$ cat src/rtl/pulse_meter_pkg.sv
// Shared definitions for the pulse period meter: FSM state encoding and
// the default values of the meter parameters.
package pulse_meter_pkg;

    // Measurement FSM states; the encoding is also visible on the debug port.
    typedef enum logic [1:0] {
        ST_IDLE    = 2'd0,
        ST_ARM     = 2'd1,
        ST_MEASURE = 2'd2,
        ST_STALL   = 2'd3
    } meter_state_t;

    localparam int DEF_SYNC_STAGES   = 2;
    localparam int DEF_CNT_WIDTH     = 32;
    localparam int DEF_TIMEOUT_COUNT = 100_000_000;

endpackage

$ cat src/rtl/signal_sync_edge.sv
// Brings an asynchronous level into the i_clk domain through a flop chain
// and flags the cycle in which the synchronized level first goes high.
// SYNC_STAGES is meant to be 2..4.
module signal_sync_edge
    import pulse_meter_pkg::*;
#(
    parameter int SYNC_STAGES = DEF_SYNC_STAGES
) (
    input  logic i_clk,
    input  logic i_reset,
    input  logic i_async,
    output logic o_level,
    output logic o_rise
);

    logic [SYNC_STAGES-1:0] sync_q;
    logic                   hist_q;

    // Shift the async input through the synchronizer, then keep one cycle of history.
    always_ff @(posedge i_clk or posedge i_reset) begin
        if (i_reset) begin
            sync_q <= '0;
            hist_q <= 1'b0;
        end else begin
            sync_q <= {sync_q[SYNC_STAGES-2:0], i_async};
            hist_q <= sync_q[SYNC_STAGES-1];
        end
    end

    // A rise is the synchronized level high while the previous cycle was low.
    // Because history resets to 0, a signal already high at reset release
    // yields exactly one rise.
    assign o_level = sync_q[SYNC_STAGES-1];
    assign o_rise  = sync_q[SYNC_STAGES-1] & ~hist_q;

endmodule

$ cat src/rtl/pulse_period_meter.sv
// Measures the period and high time of an asynchronous square wave in i_clk
// cycles and flags a stall when rising edges stop arriving.
//
// Output protocol: o_valid is a one-cycle strobe with no back-pressure.
// In the cycle o_valid is high, o_period and o_high_time hold a fresh
// measurement; they keep that value until the next strobe, a stall
// (both forced to 0) or reset. o_dbg_state mirrors the FSM state register.
module pulse_period_meter
    import pulse_meter_pkg::*;
#(
    parameter int SYNC_STAGES   = DEF_SYNC_STAGES,
    parameter int CNT_WIDTH     = DEF_CNT_WIDTH,
    parameter int TIMEOUT_COUNT = DEF_TIMEOUT_COUNT
) (
    input  logic                 i_clk,
    input  logic                 i_reset,
    input  logic                 i_enable,
    input  logic                 i_sig,
    output logic [CNT_WIDTH-1:0] o_period,
    output logic [CNT_WIDTH-1:0] o_high_time,
    output logic                 o_valid,
    output logic                 o_stalled,
    output logic [1:0]           o_dbg_state
);

    localparam logic [CNT_WIDTH-1:0] CNT_ONE      = CNT_WIDTH'(1);
    localparam logic [CNT_WIDTH-1:0] TIMEOUT_LAST = CNT_WIDTH'(TIMEOUT_COUNT - 1);

    meter_state_t         state_q, state_d;
    logic [CNT_WIDTH-1:0] period_cnt_q, period_cnt_d;
    logic [CNT_WIDTH-1:0] high_cnt_q, high_cnt_d;
    logic [CNT_WIDTH-1:0] period_out_d, high_out_d;
    logic                 valid_d, stalled_d;
    logic                 sig_level, sig_rise, timeout_hit;

    signal_sync_edge #(
        .SYNC_STAGES(SYNC_STAGES)
    ) u_sync_edge (
        .i_clk   (i_clk),
        .i_reset (i_reset),
        .i_async (i_sig),
        .o_level (sig_level),
        .o_rise  (sig_rise)
    );

    // The period counter is the only thing that can run away; it stops at
    // TIMEOUT_COUNT-1, so neither counter can wrap.
    assign timeout_hit = (period_cnt_q == TIMEOUT_LAST);

    // Next-state, counter and output-register logic; a rise takes priority
    // over a timeout in the same cycle, and a low enable overrides everything.
    always_comb begin
        state_d      = state_q;
        period_cnt_d = period_cnt_q;
        high_cnt_d   = high_cnt_q;
        period_out_d = o_period;
        high_out_d   = o_high_time;
        valid_d      = 1'b0;
        stalled_d    = o_stalled;

        if (!i_enable) begin
            state_d      = ST_IDLE;
            period_cnt_d = '0;
            high_cnt_d   = '0;
            stalled_d    = 1'b0;
        end else begin
            case (state_q)
                ST_IDLE: begin
                    period_cnt_d = '0;
                    high_cnt_d   = '0;
                    state_d      = ST_ARM;
                end
                ST_ARM: begin
                    if (sig_rise) begin
                        period_cnt_d = '0;
                        high_cnt_d   = CNT_ONE;
                        state_d      = ST_MEASURE;
                    end else if (timeout_hit) begin
                        state_d      = ST_STALL;
                        stalled_d    = 1'b1;
                        period_out_d = '0;
                        high_out_d   = '0;
                    end else begin
                        period_cnt_d = period_cnt_q + CNT_ONE;
                    end
                end
                ST_MEASURE: begin
                    if (sig_rise) begin
                        period_out_d = period_cnt_q + CNT_ONE;
                        high_out_d   = high_cnt_q;
                        valid_d      = 1'b1;
                        stalled_d    = 1'b0;
                        period_cnt_d = '0;
                        high_cnt_d   = CNT_ONE;
                    end else if (timeout_hit) begin
                        state_d      = ST_STALL;
                        stalled_d    = 1'b1;
                        period_out_d = '0;
                        high_out_d   = '0;
                    end else begin
                        period_cnt_d = period_cnt_q + CNT_ONE;
                        if (sig_level) begin
                            high_cnt_d = high_cnt_q + CNT_ONE;
                        end
                    end
                end
                ST_STALL: begin
                    // Restart timing like ARM; o_stalled stays set until a
                    // full period has been measured.
                    if (sig_rise) begin
                        period_cnt_d = '0;
                        high_cnt_d   = CNT_ONE;
                        state_d      = ST_MEASURE;
                    end
                end
                default: begin
                    state_d = ST_IDLE;
                end
            endcase
        end
    end

    // FSM state register.
    always_ff @(posedge i_clk or posedge i_reset) begin
        if (i_reset) begin
            state_q <= ST_IDLE;
        end else begin
            state_q <= state_d;
        end
    end

    // Counters and registered outputs.
    always_ff @(posedge i_clk or posedge i_reset) begin
        if (i_reset) begin
            period_cnt_q <= '0;
            high_cnt_q   <= '0;
            o_period     <= '0;
            o_high_time  <= '0;
            o_valid      <= 1'b0;
            o_stalled    <= 1'b0;
        end else begin
            period_cnt_q <= period_cnt_d;
            high_cnt_q   <= high_cnt_d;
            o_period     <= period_out_d;
            o_high_time  <= high_out_d;
            o_valid      <= valid_d;
            o_stalled    <= stalled_d;
        end
    end

    assign o_dbg_state = state_q;

endmodule
$ cat config.mk
export PLATFORM = sky130hd
export DESIGN_NAME = pulse_period_meter
export DESIGN_NICKNAME = d
export VERILOG_FILES = /design/src/rtl/pulse_meter_pkg.sv /design/src/rtl/signal_sync_edge.sv /design/src/rtl/pulse_period_meter.sv
export SDC_FILE = /design/constraint.sdc
export NUM_CORES = 1
export LEC_CHECK = 0
export CORE_ASPECT_RATIO = 1.2
export CORE_MARGIN = 10
export CORE_UTILIZATION = 50
export DETAILED_ROUTE_END_ITERATION = 16
export HOLD_SLACK_MARGIN = 0.12
export PLACE_DENSITY_LB_ADDON = 0.08
export SETUP_SLACK_MARGIN = 0.05
export SKIP_LAST_GASP = 1
export SYNTH_ARGS = -nofsm -noshare
export SYNTH_HDL_FRONTEND = slang
export SYNTH_SLANG_ARGS = --single-unit
$ cat constraint.sdc
create_clock -name i_clk -period 7.7 [get_ports i_clk]
set_clock_uncertainty 0.05 [all_clocks]
set_input_delay 1.155 -clock i_clk [delete_from_list [all_inputs] [get_ports i_clk]]
set_output_delay 1.155 -clock i_clk [all_outputs]
set_load 0.03 [all_outputs]
======== After elaboration in Yosys (flattened, before gate mapping) ========
Cells that the tools add are included.
storage, ports and cells
  output and inout port bits .............. 68
  bits of input ports ..................... 4
  bits in registers ....................... 135
  logic and storage cells ................. 68
operators by class
  eq/ne operators ......................... 13
  reduce and logical (&&, ||, !) cells .... 9
  bitwise operators ....................... 2
  muxes and demuxes ....................... 33
  add/subtract/negate cells ............... 2
operator list
  operator                                                                 number
  32-bit 2-to-1 mux                                                        15
  32-bit case mux with 3 select lines                                      2
  32-bit case mux with 2 select lines                                      2
  32-bit by 1-bit adder with 32-bit output, second input constant          2
  32-bit by 27-bit == test with 1-bit output, second input constant        1
  2-bit 2-to-1 mux                                                         5
  3-bit inequality test, second input constant                             3
  4-bit inequality test, second input constant                             2
  2-bit case mux with 4 select lines                                       1
  1-bit 2-to-1 mux                                                         7
  2-bit AND reduction                                                      3
  3-bit AND reduction                                                      2
  2-bit == test, second input constant                                     2
  4-bit by 3-bit inequality test with 1-bit output, second input constant  1
  2-bit OR reduction                                                       2
  3-bit by 1-bit inequality test with 1-bit output, second input constant  1
  3-bit by 2-bit inequality test with 1-bit output, second input constant  1
  2-bit by 1-bit == test with 1-bit output, second input constant          1
  2-bit logical NOT                                                        1
  2-bit inequality test, second input constant                             1
  1-bit case mux with 2 select lines                                       1
  2-bit nonzero test                                                       1
  1-bit AND                                                                1
  1-bit NOT                                                                1

======== Logic depth before layout (Yosys ltp) ========
Gate-level depths: netlist of run 1.
  depth after elaboration ................. 6
  gate-level depth with buffers ........... 10

======== Hierarchy ========
Synthesis of run 1 repeated with hierarchy kept, for this count alone.
second synthesis, totals
  cells, all modules ...................... 699
  area, all modules ....................... 7038.0 µm²
by module, submodules not included
  module              seq. area each (µm²)  area each (µm²)  cells an instance  instances
  pulse_period_meter  3303.2                6945.4           694                1
  signal_sync_edge    75.1                  92.6             5                  1

======== Worst setup path after synthesis of run 1 ========
Ideal clock, no wire load.
  kind .................................... input-to-reg
  from .................................... in i_enable
  to ...................................... reg high_cnt_q[30]
  stages .................................. 7
  path slack .............................. 4990 ps
  data arrival time ....................... 2582 ps
  cell sequence ........................... clkbuf_1 > nand2_1 > nor2_1 > a21o_1 > buf_2 > or4_1 > a21boi_1
on the way
  word-level cells in the longest chain between the ends .. 2
  elaborated cells between the ends (all ways) .. 5
  classes of those cells .................. eq/ne (3); mux (1); reduce/logical (1)
RTL lines
  item                                                                                       RTL line                   source
  start, declared                                                                            pulse_period_meter.sv:17   input logic i_enable,
  4-bit by 3-bit inequality test with 1-bit output (no source line) (tied with other cells)  n/a
  3-bit AND reduction (no source line)                                                       n/a
  end signal, assigned                                                                       pulse_period_meter.sv:143  high_cnt_q <= high_cnt_d;
  end, declared                                                                              pulse_period_meter.sv:31   logic [CNT_WIDTH-1:0] high_cnt_q, high_cnt_d;
Parallel ways exist; a longest one is shown, timed or not.
A chain may end at the register's enable or synchronous reset.

======== Worst setup path in the final report of run 1 ========
  from .................................... in i_enable
  to ...................................... reg high_cnt_q[13]
The elaborated chain is that of the path after synthesis.

==> impl_metrics.csv, run 1 <==
group,metric,value,unit
run_status,status,"finished, final reports clean",
setup_path,r2r_slack,4.52,ns
cells_and_area,area_delta_synth_final,20.18,%
clock_tree,htreeDepth,4,
grt,grt_pass1_wl,28850,um
sta,final_hold_viol_count,0,
placed_design,portBuffers,71,
floorplan,die_h,146.8,um
pwr,p_leak,3.258,nW
synthesis,synthArstFlopShare,100.0,%
placed_design,placed_cell_area,7481,um^2
route,totalWireLength,17040,um
floorplan,start_util,50.82,%
pwr,ir_worst_vdd,0.1188,mV
grt,grt_overflow_total,0,
setup_path,worstReg2RegEnd,"high_cnt_q[20]$_DFFE_PP0P_",
setup_path,cp_cell_sequence,"clkdlybuf4s50_1 -> nand2_1 -> nor2_1 -> a21oi_1 -> nand2_1 -> o41ai_1",
placed_design,gp_congestion,0.9030,
cells_and_area,fin_nets,761,
grt,antenna_found_initial,0,
min_path,hold_depth,0,
floorplan,core_area,13180,um^2
setup_path,criticalPathCategory,"in2reg",
clock_tree,cts_buffer_depth,2,
cells_and_area,final_cell_area,8049,um^2
floorplan,placementRows,46,
sta,worst_slack,4.260,ns
setup_path,crit_path_max_fanout,24,
route,final_antenna_net_count,0,
clock_tree,ctsHoldBuffers,0,
synthesis,synth_edf_count,0,
clock_tree,cts_buffers,17,
setup_path,critPathTopFamily,"simple AND/OR/NAND/NOR gates",
synthesis,yosysUniqueCellTypes,61,
route,drcViolationCount,0,
min_path,hold_end,"u_sync_edge.sync_q[1]$_DFF_PP0_",
sta,clock.fmax,290.7,MHz
synthesis,synthCells,696,
grt,grt_usage,18.84,%
synthesis,syn-num-nets,707,
synthesis,synth_area_per_cell,9.623,um^2
clock_tree,clk_pin_slew_worst_paths,0.05,ns
setup_path,required,7.95,ns
setup_path,end_kind,"flop",
clock_tree,clk_latency,0.43,ns
grt,grt_max_degree,74,
synthesis,ys_seq_area_share,50.44,%
cells_and_area,drive_gt1_share,6.684,%
grt,grt_pass1_vias,5661,
flow_run,maxCapViolCount,0,
min_path,min-delay-start,"u_sync_edge.sync_q[0]$_DFF_PP0_",
synthesis,ys_warn_count,0,
setup_path,start_kind,"input pin",
setup_path,r2r_cells,6,
sta,finalMaxSlewViolations,0,
setup_path,r2r-start,"period_cnt_q[9]$_DFFE_PP0P_",
floorplan,dieArea,18440,um^2
sta,worstMarginPinSlew,1.130,ns
clock_tree,cts_tree,"done",
min_path,hold_path.class,"reg2reg",
route,first_pass_iters,5,
route,num_vias,5588,
setup_path,slowest_stage,"nand2_1",
setup_path,cp.arrival,3.70,ns
floorplan,io_pins,72,
synthesis,syn_area,6698,um^2
sta,report.final.setup_viol,0,
clock_tree,root_buffer,"clkbuf_16",
synthesis,synth_ff_type,"dfrtp_1",
clock_tree,post_cts_buffers,0,
sta,period_share,44.68,%
setup_path,max_stage_delay,0.59,ns
route,viasPerCell,6.002,
synthesis,ys_ff_latch,135,
route,drtIter0Drc,430,
placed_design,place_ws,3.881,ns
placed_design,post-dp-hpwl,11390,um
pwr,power_density,196.8,nW/um^2
setup_path,worst-path-buf-inv,1,
sta,finalCriticalPeriod,3.440,ns
floorplan,die_w,125.7,um
setup_path,crit_top_cell,"nand2_1",
clock_tree,cts_resized,0,
route,routedWlPerCell,18.30,um
cells_and_area,n_antenna_cell,0,
sta,setup_tns,0,ns
clock_tree,cts.sinks,135,
sta,slew_headroom,24.42,%
sta,grt_setup_unrepaired,"no",
[worst max-delay path by stage]
stage	startpoint	end	slack, ns	cells past startpoint
floorplan	i_reset	high_cnt_q[0]$_DFFE_PP0P_	2.88	1
global placement	i_enable	high_cnt_q[5]$_DFFE_PP0P_	3.99	6
detailed placement	i_enable	high_cnt_q[13]$_DFFE_PP0P_	3.88	6
CTS	i_enable	high_cnt_q[13]$_DFFE_PP0P_	4.26	6
global route	i_enable	high_cnt_q[13]$_DFFE_PP0P_	4.01	6
finish	i_enable	high_cnt_q[13]$_DFFE_PP0P_	4.26	6
[registers in the layout, summed over array words and instances (netlist names)]
register and cells:
high_cnt_q 32, u_sync_edge.sync_q 2, o_valid 1, period_cnt_q 32
o_period 32, o_dbg_state 2, o_stalled 1, u_sync_edge.hist_q 1
o_high_time 32
[layer usage]
metal	part of all wire (%)	vias up	global-route usage [%]
met4	1.8	0	6.920
met5	0	-	0
met2	52	136	32.65
li1	-	2628	-
met3	4.5	27	4.932
met1	42	2797	21.79
[kinds of logic after synthesis]
| group | synth area share (%) |
|---|---|
| AOI/OAI and AO/OA | 21.35 |
| xor gates and xnor gates | 3.531 |
| adders and majority gates | 1.308 |
| buffers and inverters | 4.502 |
| DFF | 50.44 |
| muxes | 0.5978 |
| and+or+nand+nor | 18.27 |
[layout by cell type, fill, tap and decap left out, types with 3 or more instances in the layout]
cell and count:
ha_1 7, buf_4 3, or3_1 22, o41ai_1 5, clkinv_2 5, inv_1 31, nor2b_1 3, nand2_1 84
dfrtp_1 135, clkbuf_16 17, o21ai_0 70, o21ai_1 17, a21o_1 5, and3_1 10, a21oi_1 40, nor4_1 4
clkdlybuf4s50_1 71, xnor2_1 18, nor2_1 20, and2_1 8, xor2_1 9, nor3_1 8, a31oi_1 11, a22o_1 35
nand3_1 23, nand4_1 14, clkbuf_1 4, mux2i_1 4, and4_1 5, o31ai_1 22, nor3_4 3, nand2b_1 3
[report_power, final]
group / internal [mW] / total [mW] / leakage [nW] / switching [mW]
Sequential: 0.713 / 0.717 / 1.88 / 0.00392
Clock: 0.490 / 0.787 / 0.277 / 0.297
Combinational: 0.0197 / 0.0798 / 1.10 / 0.0601
[metrics by stage]
| stage | hold slack [ns] | instances | util, % | power [mW] |
|---|---|---|---|---|
| floorplan | 0.2812 | 696 | - | 0.7873 |
| global placement | 0.2836 | 899 | 56.76 | 0.8079 |
| detailed placement | 0.3148 | 899 | 56.76 | 0.8104 |
| CTS | 0.3187 | 931 | 61.07 | 1.598 |
| global route | 0.3168 | 931 | 61.07 | 1.640 |
| finish | 0.3116 | 931 | 61.07 | 1.584 |
[area by class of cell]
type,count,area [um^2]
Clock inverter,9,100.1
Clock buffer,23,467.9
Tap cell,168,210.2
Sequential cell,135,3378
Timing Repair Buffer,74,733.2
Fill cell,1113,5131
Multi-Input combinational cell,490,3037
Inverter,32,122.6
[cells in the mapped netlist (4+ instances only)]
cell | number | share of area, %
o41ai_1 | 5 | 0.65
nor2_1 | 20 | 1.1
a21o_1 | 5 | 0.56
o21ai_0 | 70 | 5.2
ha_1 | 7 | 1.3
nand2_1 | 84 | 4.7
nor3_1 | 9 | 0.67
nor4_1 | 4 | 0.37
mux2i_1 | 4 | 0.60
dfrtp_1 | 135 | 50
buf_2 | 13 | 0.97
o31ai_1 | 22 | 2.5
inv_1 | 32 | 1.8
nand3_1 | 23 | 1.7
and3_1 | 10 | 0.93
a21oi_1 | 40 | 3.0
a31oi_1 | 11 | 1.0
nand4_1 | 14 | 1.3
clkbuf_1 | 22 | 1.2
and2_1 | 8 | 0.75
a22o_1 | 35 | 4.6
o21ai_1 | 17 | 1.3
and4_1 | 5 | 0.65
or3_1 | 22 | 2.1
xnor2_1 | 18 | 2.4
xor2_1 | 9 | 1.2
Power figures use the tool's default switching activity.
==> run 2: changes to the inputs <==
==> constraint.sdc (replaced) <==
create_clock -name i_clk -period 3.47 [get_ports i_clk]
set_clock_uncertainty 0.05 [all_clocks]
set_input_delay 0.5205 -clock i_clk [delete_from_list [all_inputs] [get_ports i_clk]]
set_output_delay 0.5205 -clock i_clk [all_outputs]
set_load 0.03 [all_outputs]
==> impl_metrics.csv, run 2 (synthesized netlist as in run 1, its figures left out) <==
group,metric,value,unit
route,totalWireLength,16890,um
setup_path,end_kind,"flop",
grt,antenna_found_initial,0,
setup_path,required,3.73,ns
cells_and_area,multi_input_area,3030,um^2
clock_tree,clk_pin_slew_worst_paths,0.06,ns
sta,grt_setup_unrepaired,"no",
run_status,status,"finished, final reports clean",
cells_and_area,final_cell_area,8150,um^2
grt,grt_max_degree,136,
placed_design,post-dp-hpwl,11390,um
setup_path,r2r_cells,6,
placed_design,gp_congestion,0.9257,
floorplan,die_h,146.8,um
cells_and_area,fin_cells,941,
route,num_vias,5579,
placed_design,portBuffers,71,
grt,met3_usage,4.968,%
clock_tree,cts_buffers,17,
setup_path,max_stage_delay,0.83,ns
pwr,ir_worst_vdd,0.2837,mV
setup_path,start_kind,"flop",
grt,grt_busiest_layer,"met2",
pwr,power_density,433.0,nW/um^2
cells_and_area,seqCellArea,3378,um^2
clock_tree,post_cts_buffers,0,
sta,setup_tns,0,ns
cells_and_area,drive_gt1_share,8.279,%
route,first_pass_iters,4,
clock_tree,cts_resized,0,
sta,worstMarginPinSlew,1.011,ns
pwr,p_leak,3.308,nW
clock_tree,htreeDepth,4,
sta,finalCriticalPeriod,2.919,ns
min_path,hold_depth,0,
floorplan,dieArea,18440,um^2
setup_path,crit_path_max_fanout,36,
setup_path,cp_cell_sequence,"nor4b_1 -> nand4_1 -> nor3_4 -> a21o_1 -> o21ai_1 -> a22o_1",
clock_tree,clk_latency,0.43,ns
sta,clock.fmax,342.6,MHz
sta,slew_headroom,32.57,%
min_path,min-delay-start,"u_sync_edge.sync_q[0]$_DFF_PP0_",
setup_path,r2r-start,"period_cnt_q[19]$_DFFE_PP0P_",
floorplan,start_util,50.82,%
sta,finalMaxSlewViolations,0,
setup_path,r2r_slack,0.55,ns
pwr,p_total,3.529,mW
clock_tree,cts_tree,"done",
route,drcViolationCount,0,
placed_design,placed_cell_area,7576,um^2
sta,period_share,84.11,%
route,viasPerCell,5.929,
flow_run,maxCapViolCount,0,
setup_path,cp.arrival,3.17,ns
floorplan,core_area,13180,um^2
clock_tree,cts_buffer_depth,2,
sta,final_hold_viol_count,0,
placed_design,place_inst,909,
grt,grt_pass1_vias,5485,
setup_path,worstReg2RegEnd,"high_cnt_q[17]$_DFFE_PP0P_",
min_path,hold_path.class,"reg2reg",
clock_tree,ctsHoldBuffers,0,
cells_and_area,layout_commonest_cell,"dfrtp_1",
cells_and_area,layout_common_cells,"dfrtp_1, nand2_1, clkdlybuf4s50_1, o21ai_0, a21oi_1",
setup_path,slowest_stage,"a21o_1",
floorplan,io_pins,72,
cells_and_area,fillCellCount,1114,
floorplan,placementRows,46,
grt,grt_usage,18.11,%
route,final_antenna_net_count,0,
sta,report.final.setup_viol,0,
grt,gr-usage-met2,30.83,%
grt,met1_usage,21.90,%
cells_and_area,n_antenna_cell,0,
clock_tree,root_buffer,"clkbuf_16",
grt,grt_pass1_wl,27990,um
cells_and_area,fin_nets,771,
grt,grt_overflow_total,0,
min_path,hold_end,"u_sync_edge.sync_q[1]$_DFF_PP0_",
clock_tree,cts.sinks,135,
setup_path,criticalPathCategory,"reg2reg",
route,routedWlPerCell,17.95,um
route,drtIter0Drc,523,
cells_and_area,area_delta_synth_final,21.69,%
floorplan,die_w,125.7,um
==> run 2: per-stage QoR <==
step,setup slack (ns),hold WS [ns],util [%]
floorplan,1.036,0.2812,-
detailed placement,0.4409,0.2971,57.48
CTS,0.5433,0.3086,61.84
global placement,0.5294,0.2867,57.48
global route,0.2893,0.3150,61.84
finish,0.5514,0.3041,61.84
==> run 2: layout make-up <==
cell class | instances | area share (%)
Tap cell | 168 | 2.579
Timing Repair Buffer | 84 | 10.22
Clock inverter | 13 | 1.612
Sequential cell | 135 | 41.45
Inverter | 32 | 1.520
Multi-Input combinational cell | 490 | 37.18
Clock buffer | 19 | 5.434
==> run 2: critical path: cells and delay by family, from the launching register on <==
kind               cells  cell delay [ns]
and+or+nand+nor        3             1.05
AOI/OAI and AO/OA      3             1.24
DFF                    1             0.45
==> run 2: power by group <==
part           total [mW]  switching (mW)  internal [mW]
combinational       0.182           0.134         0.0478
sequential           1.59         0.00824           1.58
clock                1.76           0.689           1.07
total                3.53           0.831           2.70
==> run 2: how the worst max path moves through the flow <==
stage	start	slack, ns	end	cells past startpoint
global placement	i_enable	0.53	high_cnt_q[20]$_DFFE_PP0P_	6
global route	period_cnt_q[19]$_DFFE_PP0P_	0.29	high_cnt_q[17]$_DFFE_PP0P_	6
detailed placement	i_enable	0.44	high_cnt_q[17]$_DFFE_PP0P_	6
finish	period_cnt_q[19]$_DFFE_PP0P_	0.55	high_cnt_q[17]$_DFFE_PP0P_	6
floorplan	o_dbg_state[1]$_DFFE_PP0P_	1.04	high_cnt_q[30]$_DFFE_PP0P_	9
CTS	period_cnt_q[19]$_DFFE_PP0P_	0.54	high_cnt_q[17]$_DFFE_PP0P_	6
==> run 2: per-layer routing <==
metal | vias to the layer above | share of wire (%)
met2 | 130 | 51
met5 | - | 0
met4 | 0 | 1.1
met1 | 2778 | 43
met3 | 19 | 4.8
li1 | 2652 | -
==> run 3: changes to the inputs <==
==> constraint.sdc (replaced) <==
create_clock -name i_clk -period 2.98 [get_ports i_clk]
set_clock_uncertainty 0.05 [all_clocks]
set_input_delay 0.447 -clock i_clk [delete_from_list [all_inputs] [get_ports i_clk]]
set_output_delay 0.447 -clock i_clk [all_outputs]
set_load 0.03 [all_outputs]
==> impl_metrics.csv, run 3 (synthesized netlist as in run 1, its figures left out) <==
group,metric,value,unit
clock_tree,htreeDepth,4,
sta,slew_headroom,52.10,%
route,drcViolationCount,0,
grt,grt_overflow_total,0,
grt,grt_pass1_wl,28400,um
pwr,ir_worst_vdd,0.3532,mV
grt,grt_usage,18.41,%
setup_path,criticalPathCategory,"reg2reg",
sta,finalMaxSlewViolations,0,
clock_tree,cts.sinks,135,
grt,grt_pass1_vias,5564,
clock_tree,post_cts_buffers,0,
cells_and_area,drive_gt1_share,9.231,%
placed_design,place_ws,0.3780,ns
grt,grt_max_degree,136,
placed_design,gp_congestion,0.9044,
sta,period_share,86.82,%
floorplan,core_area,13180,um^2
sta,setup_tns,0,ns
flow_run,maxCapViolCount,0,
floorplan,placementRows,46,
cells_and_area,layout_common_cells,"dfrtp_1, nand2_1, clkdlybuf4s50_1, o21ai_0, a21oi_1",
sta,holdWs,0.2993,ns
sta,report.final.setup_viol,0,
placed_design,post-dp-hpwl,11690,um
grt,antenna_found_initial,0,
pwr,p_total,4.563,mW
cells_and_area,final_core_util,63.29,%
route,final_antenna_net_count,0,
route,viasPerCell,5.848,
sta,grt_setup_unrepaired,"no",
route,num_vias,5544,
route,drtIter0Drc,381,
floorplan,die_h,146.8,um
clock_tree,root_buffer,"clkbuf_16",
route,routedWlPerCell,17.98,um
run_status,status,"finished, final reports clean",
cells_and_area,area_delta_synth_final,24.55,%
clock_tree,ctsHoldBuffers,0,
cells_and_area,fin_nets,778,
cells_and_area,fillCellCount,1085,
cells_and_area,layout_commonest_cell,"dfrtp_1",
clock_tree,clk_latency,0.42,ns
sta,worstMarginPinSlew,0.7185,ns
clock_tree,cts_buffers,17,
setup_path,crit_path_max_fanout,24,
clock_tree,cts_buffer_depth,2,
setup_path,cp.arrival,2.82,ns
floorplan,die_w,125.7,um
floorplan,start_util,50.82,%
sta,final_hold_viol_count,0,
route,first_pass_iters,4,
clock_tree,cts_tree,"done",
setup_path,end_kind,"flop",
floorplan,io_pins,72,
pwr,power_density,547.0,nW/um^2
pwr,p_leak,3.425,nW
sta,finalCriticalPeriod,2.587,ns
floorplan,dieArea,18440,um^2
sta,clock.fmax,386.5,MHz
placed_design,portBuffers,71,
setup_path,required,3.22,ns
clock_tree,clk_pin_slew_worst_paths,0.06,ns
cells_and_area,n_antenna_cell,0,
min_path,hold_path.class,"reg2reg",
sta,worst_slack,0.3929,ns
setup_path,start_kind,"flop",
route,totalWireLength,17050,um
clock_tree,cts_resized,0,
## run 3: path summary, 6_finish.rpt
path / from / endpoint / slack [ns] / depth (start not counted)
worst max-delay path: period_cnt_q[19]$_DFFE_PP0P_ / high_cnt_q[2]$_DFFE_PP0P_ / 0.39 / 8
worst min-delay path: u_sync_edge.sync_q[0]$_DFF_PP0_ / u_sync_edge.sync_q[1]$_DFF_PP0_ / 0.30 / 0
worst max register to register: period_cnt_q[19]$_DFFE_PP0P_ / high_cnt_q[2]$_DFFE_PP0P_ / 0.39 / 8
worst min register to register: u_sync_edge.sync_q[0]$_DFF_PP0_ / u_sync_edge.sync_q[1]$_DFF_PP0_ / 0.30 / 0
max in group asynchronous: i_reset / o_high_time[0]$_DFFE_PP0P_ / 1.81 / 3
min in group asynchronous: i_reset / o_high_time[22]$_DFFE_PP0P_ / 0.54 / 3
## run 3: layout make-up
class | count | area, um^2 | area share [%]
multi-input combinational | 490 | 3030 | 36.33
inverter | 32 | 123.9 | 1.485
clock buffer | 19 | 452.9 | 5.430
clock inverter | 13 | 247.7 | 2.970
tap | 168 | 210.2 | 2.520
timing repair buffer | 91 | 898.4 | 10.77
sequential | 135 | 3378 | 40.50
## run 3: worst max-delay path, cell delays in order, from the launching register on
cell and delay (ns):
dfrtp_1 0.46, nor4b_1 0.39, nand4_1 0.28, nor3_4 0.40
buf_4 0.20, a21oi_1 0.11, nand2_1 0.09, buf_4 0.29
o21ai_0 0.16
## run 3: power breakdown
| group | leakage (nW) | internal (mW) | switching (mW) |
|---|---|---|---|
| combinational | 1.20 | 0.0643 | 0.158 |
| sequential | 1.88 | 1.84 | 0.00998 |
| clock | 0.347 | 1.69 | 0.793 |
| total | 3.42 | 3.60 | 0.962 |
## run 3: per-stage QoR
| stage | cell area (um^2) | cells |
|---|---|---|
| floorplan | 6701 | 696 |
| global placement | 7641 | 916 |
| detailed placement | 7641 | 916 |
| CTS | 8342 | 948 |
| global route | 8342 | 948 |
| finish | 8342 | 948 |
## run 3: metal layers
layer	GRT usage [%]	wire [um]
met2	31.01	8786
met1	21.72	7214
met5	0	0
met4	8.420	419
met3	4.356	627
